`src/rtl/alu_uart_pkg.sv`:
```
// Shared types and ALU opcode encodings for the UART-driven ALU sequencer.
package alu_uart_pkg;

    typedef enum logic [2:0] {
        IDLE    = 3'd0,
        WAIT_B  = 3'd1,
        WAIT_OP = 3'd2,
        EXEC    = 3'd3,
        SEND    = 3'd4,
        WAIT_TX = 3'd5
    } state_t;

    localparam logic [5:0] OP_ADD = 6'b100000;
    localparam logic [5:0] OP_SUB = 6'b100010;
    localparam logic [5:0] OP_AND = 6'b100100;
    localparam logic [5:0] OP_OR  = 6'b100101;
    localparam logic [5:0] OP_XOR = 6'b100110;
    localparam logic [5:0] OP_SRA = 6'b000011;
    localparam logic [5:0] OP_SRL = 6'b000010;
    localparam logic [5:0] OP_NOR = 6'b100111;

    function automatic logic is_collecting(input state_t s);
        return (s == WAIT_B) || (s == WAIT_OP);
    endfunction

endpackage

```
`src/rtl/byte_timer.sv`:
```
// Saturating inter-byte idle counter; expired flags the last allowed idle cycle.
module byte_timer #(
    parameter int TIMEOUT_CYCLES = 100_000_000
) (
    input  logic i_clock,
    input  logic i_reset,
    input  logic clear,
    input  logic enable,
    output logic expired
);

    localparam int CNT_W = (TIMEOUT_CYCLES > 0) ? $clog2(TIMEOUT_CYCLES + 1) : 1;
    localparam logic [CNT_W-1:0] CNT_LAST = (TIMEOUT_CYCLES > 0) ? CNT_W'(TIMEOUT_CYCLES - 1) : '0;
    localparam logic [CNT_W-1:0] CNT_MAX  = (TIMEOUT_CYCLES > 0) ? CNT_W'(TIMEOUT_CYCLES) : '0;

    logic [CNT_W-1:0] count_r;

    // Idle counter: clear wins, then count while enabled, holding at the ceiling.
    always_ff @(posedge i_clock) begin
        if (i_reset) begin
            count_r <= '0;
        end else if (clear) begin
            count_r <= '0;
        end else if (enable && (count_r != CNT_MAX)) begin
            count_r <= count_r + CNT_W'(1);
        end else begin
            count_r <= count_r;
        end
    end

    assign expired = (TIMEOUT_CYCLES > 0) && enable && (count_r == CNT_LAST);

endmodule

```
`src/rtl/alu_uart_sequencer.sv`:
```
// Collects A, B and opcode bytes from the UART receiver, runs the ALU and
// hands its result to the UART transmitter with a start/done handshake.
module alu_uart_sequencer #(
    parameter int N_BITS         = 8,
    parameter int OP_BITS        = 6,
    parameter int TIMEOUT_CYCLES = 100_000_000
) (
    input  logic               i_clock,
    input  logic               i_reset,
    input  logic [N_BITS-1:0]  i_rx_data,
    input  logic               i_rx_done,
    input  logic [N_BITS-1:0]  i_alu_result,
    input  logic               i_tx_done,
    output logic [N_BITS-1:0]  o_data_a,
    output logic [N_BITS-1:0]  o_data_b,
    output logic [OP_BITS-1:0] o_opcode,
    output logic [N_BITS-1:0]  o_tx_data,
    output logic               o_tx_start,
    output logic               o_busy,
    output logic               o_timeout
);
    import alu_uart_pkg::*;

    state_t              state_r;
    state_t              state_next_s;
    logic [N_BITS-1:0]   data_a_r;
    logic [N_BITS-1:0]   data_b_r;
    logic [OP_BITS-1:0]  opcode_r;
    logic [N_BITS-1:0]   tx_data_r;
    logic                timeout_r;

    logic load_a_s;
    logic load_b_s;
    logic load_op_s;
    logic load_tx_s;
    logic timeout_s;
    logic timer_clear_s;
    logic timer_en_s;
    logic expired_s;

    byte_timer #(
        .TIMEOUT_CYCLES(TIMEOUT_CYCLES)
    ) u_byte_timer (
        .i_clock (i_clock),
        .i_reset (i_reset),
        .clear   (timer_clear_s),
        .enable  (timer_en_s),
        .expired (expired_s)
    );

    // State register.
    always_ff @(posedge i_clock) begin
        if (i_reset) begin
            state_r <= IDLE;
        end else begin
            state_r <= state_next_s;
        end
    end

    // Next-state and load strobes; a byte arriving on the expiry cycle beats the timeout.
    always_comb begin
        state_next_s  = state_r;
        load_a_s      = 1'b0;
        load_b_s      = 1'b0;
        load_op_s     = 1'b0;
        load_tx_s     = 1'b0;
        timeout_s     = 1'b0;
        timer_clear_s = 1'b0;
        timer_en_s    = is_collecting(state_r) && !i_rx_done;
        case (state_r)
            IDLE: begin
                if (i_rx_done) begin
                    load_a_s      = 1'b1;
                    timer_clear_s = 1'b1;
                    state_next_s  = WAIT_B;
                end else begin
                    state_next_s = IDLE;
                end
            end
            WAIT_B: begin
                if (i_rx_done) begin
                    load_b_s      = 1'b1;
                    timer_clear_s = 1'b1;
                    state_next_s  = WAIT_OP;
                end else if (expired_s) begin
                    timeout_s    = 1'b1;
                    state_next_s = IDLE;
                end else begin
                    state_next_s = WAIT_B;
                end
            end
            WAIT_OP: begin
                if (i_rx_done) begin
                    load_op_s    = 1'b1;
                    state_next_s = EXEC;
                end else if (expired_s) begin
                    timeout_s    = 1'b1;
                    state_next_s = IDLE;
                end else begin
                    state_next_s = WAIT_OP;
                end
            end
            EXEC: begin
                load_tx_s    = 1'b1;
                state_next_s = SEND;
            end
            SEND: begin
                state_next_s = WAIT_TX;
            end
            WAIT_TX: begin
                if (i_tx_done) begin
                    state_next_s = IDLE;
                end else begin
                    state_next_s = WAIT_TX;
                end
            end
            default: begin
                state_next_s = IDLE;
            end
        endcase
    end

    // Operand, opcode, result and timeout-pulse registers.
    always_ff @(posedge i_clock) begin
        if (i_reset) begin
            data_a_r  <= '0;
            data_b_r  <= '0;
            opcode_r  <= '0;
            tx_data_r <= '0;
            timeout_r <= 1'b0;
        end else begin
            if (load_a_s) begin
                data_a_r <= i_rx_data;
            end
            if (load_b_s) begin
                data_b_r <= i_rx_data;
            end
            if (load_op_s) begin
                opcode_r <= i_rx_data[OP_BITS-1:0];
            end
            if (load_tx_s) begin
                tx_data_r <= i_alu_result;
            end
            timeout_r <= timeout_s;
        end
    end

    assign o_data_a   = data_a_r;
    assign o_data_b   = data_b_r;
    assign o_opcode   = opcode_r;
    assign o_tx_data  = tx_data_r;
    assign o_timeout  = timeout_r;
    assign o_tx_start = (state_r == SEND);
    assign o_busy     = (state_r != IDLE);

endmodule

```
`config.mk`:
```
export PLATFORM = sky130hd
export DESIGN_NAME = alu_uart_sequencer
export DESIGN_NICKNAME = d
export VERILOG_FILES = /design/src/rtl/alu_uart_pkg.sv /design/src/rtl/byte_timer.sv /design/src/rtl/alu_uart_sequencer.sv
export SDC_FILE = /design/constraint.sdc
export NUM_CORES = 1
export LEC_CHECK = 0
export CORE_UTILIZATION = 51
export DETAILED_ROUTE_END_ITERATION = 10
export PLACE_DENSITY = 0.9
export SYNTH_ARGS = -nofsm -noshare
export SYNTH_HDL_FRONTEND = slang
export SYNTH_HIERARCHICAL = 1
export SYNTH_SLANG_ARGS = --single-unit
```
`constraint.sdc`:
```
create_clock -name i_clock -period 2.7 [get_ports i_clock]
set_input_delay 0.27 -clock i_clock [delete_from_list [all_inputs] [get_ports i_clock]]
set_output_delay 0.27 -clock i_clock [all_outputs]
set_load 0.02 [all_outputs]
```
==> out/results.txt <==
vias in the first global route: 2089
largest net degree at the start of global routing: 35
worst-skew pair later-pin latency: 340 ps
CTS buffer count: 9
net switching power: 0.445 mW
Critical Path End Type: flop
headroom to the max-slew limit: 0.630
Overflow after GRT: 0
Ant. Diodes: 0
Post-CTS Hold Buffers: 0
drt pass-1 iters: 4
chip width: 74 um
Row Count: 25
Starting Density: 0.545
CTS tree: yes
initial antenna violation count: 0
1st-iter DRT viols: 104
fmax: 445 MHz
Post-Layout Cell Count: 416
synthesis-to-finish area growth: 28.6%
commonest non-fill, non-tap cell in the layout: dfxtp_1
CTS sink cnt: 61
clock-pin slew on the worst setup and hold paths: 60 ps
Final #Nets: 367
Util after Layout: 0.701
post-synthesis sequential element count: 61
EDFF count, synth: 0
Critical Path Start Type: flop
CP required: 2910 ps
Int Power: 1.42 mW
root buffer cell: clkbuf_8
Port Buffers: 52
endpoints failing hold: 0
worst slack, placed: 287 ps
fraction of final layout cells sized beyond drive strength 1: 0.0860
Least-Margin Pin Slew: 553 ps
Die Y: 74 um
crit path from: state_r[2]
HP Class: reg2reg
CTS H-tree depth: 3
Syn Std Cell Area: 0.00264 mm^2
setup violators final: 0
crit path max fanout: 11
minimum clock period: 2250 ps
Logic pwr share: 0.109
Clk pwr share: 0.392
Flop pwr share: 0.499
core area: 0.00485 mm^2
IR drop worst, VDD: 0.357 mV
boundary pin count: 53
setup repair bufs after CTS: 0
outcome: completed
library cells used by synthesis: 42
Routed Antenna Nets: 0
DRC errors left: 0
routed via count: 2195
filler cell count: 381
leakage: 1.23 nW
WL final: 5.73 mm
CTS max path bufs: 2
Setup CP Type: reg2reg
WP data arrival: 2460 ps
post_cts resized: 0
Placer Congestion: 0.765
first-pass GRT wire length: 9.39 mm
Max Slew Vio Count: 0
GRT Util Overall: 0.232
Seq/Total Area, Yosys: 0.462
RSZ-0062 raised after global routing: no
WL/cell: 13.8 um
placed cell count: 401
Die Area: 0.00548 mm^2
Via density: 5.28
worst r2r src: state_r[2]
fin crit share: 0.832
Hold Path Origin: o_data_a[5]
Setup WS post-layout: 454 ps
synth warn: 6
dpl hpwl: 3.89 mm
Clock Skew: 5.00 ps
total power: 1.87 mW
PD cells: 549 mW/mm^2
commonest cells after routing, fill and taps aside: dfxtp_1, clkdlybuf4s50_1, nor2_1, mux2i_1, nand2_1
Async S/R FF share, synth: 0
setup_tns: 0 ps
Max Cap Viol: 0
prevailing post-synth register cell: dfxtp_1
Cells after Synth: 291
Net Sw Frac: 0.239
Syn Area/Cell: 9.09 um^2
syn_nets: 313
-- state kept, by name, summed over array words and instances (netlist names) --
name	count
u_byte_timer/count_r	27
o_tx_data	8
o_data_b	8
state_r	3
o_data_a	8
o_opcode	6
o_timeout	1
-- cells in the mapped netlist (all sizes together) (2+ instances only) --
cell / count / area (um^2)
or3: 12 / 81.3
clkbuf: 9 / 35.0
nor4b: 2 / 32.5
nand4: 10 / 68.8
and4: 2 / 17.5
nor2: 42 / 158
and4bb: 2 / 25.0
nand2b: 3 / 18.8
o21ai: 8 / 40.0
xnor2: 12 / 105
buf: 9 / 57.6
ha: 2 / 25.0
and3b: 2 / 17.5
xor2: 7 / 61.3
mux2i: 23 / 230
dfxtp: 61 / 1220
nand3: 8 / 40.0
nor3: 12 / 60.1
a21oi: 18 / 90.1
nor4: 5 / 52.6
inv: 11 / 41.3
nand2: 21 / 78.8
-- through the flow --
| stage | hold slack (ps) | cell area (um^2) |
|---|---|---|
| floorplan | 406 | 2640 |
| global placement | 442 | 3220 |
| detailed placement | 451 | 3220 |
| CTS | 461 | 3400 |
| global route | 482 | 3400 |
| finish | 456 | 3400 |
-- worst paths after layout --
path                  to  slack (ps)  depth (start not counted)
min          o_data_a[5]         460                          2
max reg2reg   state_r[0]         450                          7
max           state_r[0]         450                          7
min reg2reg  o_data_a[5]         460                          2
-- power by group through the flow --
stage          registers [mW]  logic (mW)  clock network, mW
2_1_floorplan           0.970      0.0912                  0
3_3_place_gp            0.950       0.198                  0
3_5_place_dp            0.951       0.202                  0
4_1_cts                 0.932       0.204              0.750
5_1_grt                 0.934       0.218              0.789
6_report                0.932       0.203              0.732
-- cell families after synthesis --
family | count (synthesis) | synth area share
xor+xnor | 19 | 0.0629
simple gates | 127 | 0.263
mux | 23 | 0.0871
flops | 61 | 0.462
fa+ha+maj | 2 | 0.00946
buf+inv | 29 | 0.0506
compound gates | 30 | 0.0653
-- layout make-up --
type,count,area [um^2],share of cell area
inverter,11,41.3,0.0121
clock inverter,1,5.00,0.00147
tap,67,83.8,0.0247
clock buffer,14,173,0.0508
timing repair buffer,61,588,0.173
multi-input combinational,201,1290,0.379
sequential,61,1220,0.359
-- worst max-delay path: stages (launching register included) --
cell and delay [ps]:
dfxtp_1 430, nor3_1 310, nand3_1 160, or3_1 400, nor4_1 470, nor4b_1 100, o21bai_1 150, a21oi_1 90
-- routing by layer --
layer / global-route usage / vias up / wire, um / share of wire
met2: 0.385 / 47 / 2870 / 0.50
met3: 0.0623 / 11 / 193 / 0.034
met4: 0.124 / 0 / 133 / 0.023
met1: 0.275 / 1032 / 2530 / 0.44
met5: 0 / - / 0 / 0
li1: - / 1105 / - / -
No activity file was read; power rests on OpenSTA's default activity.
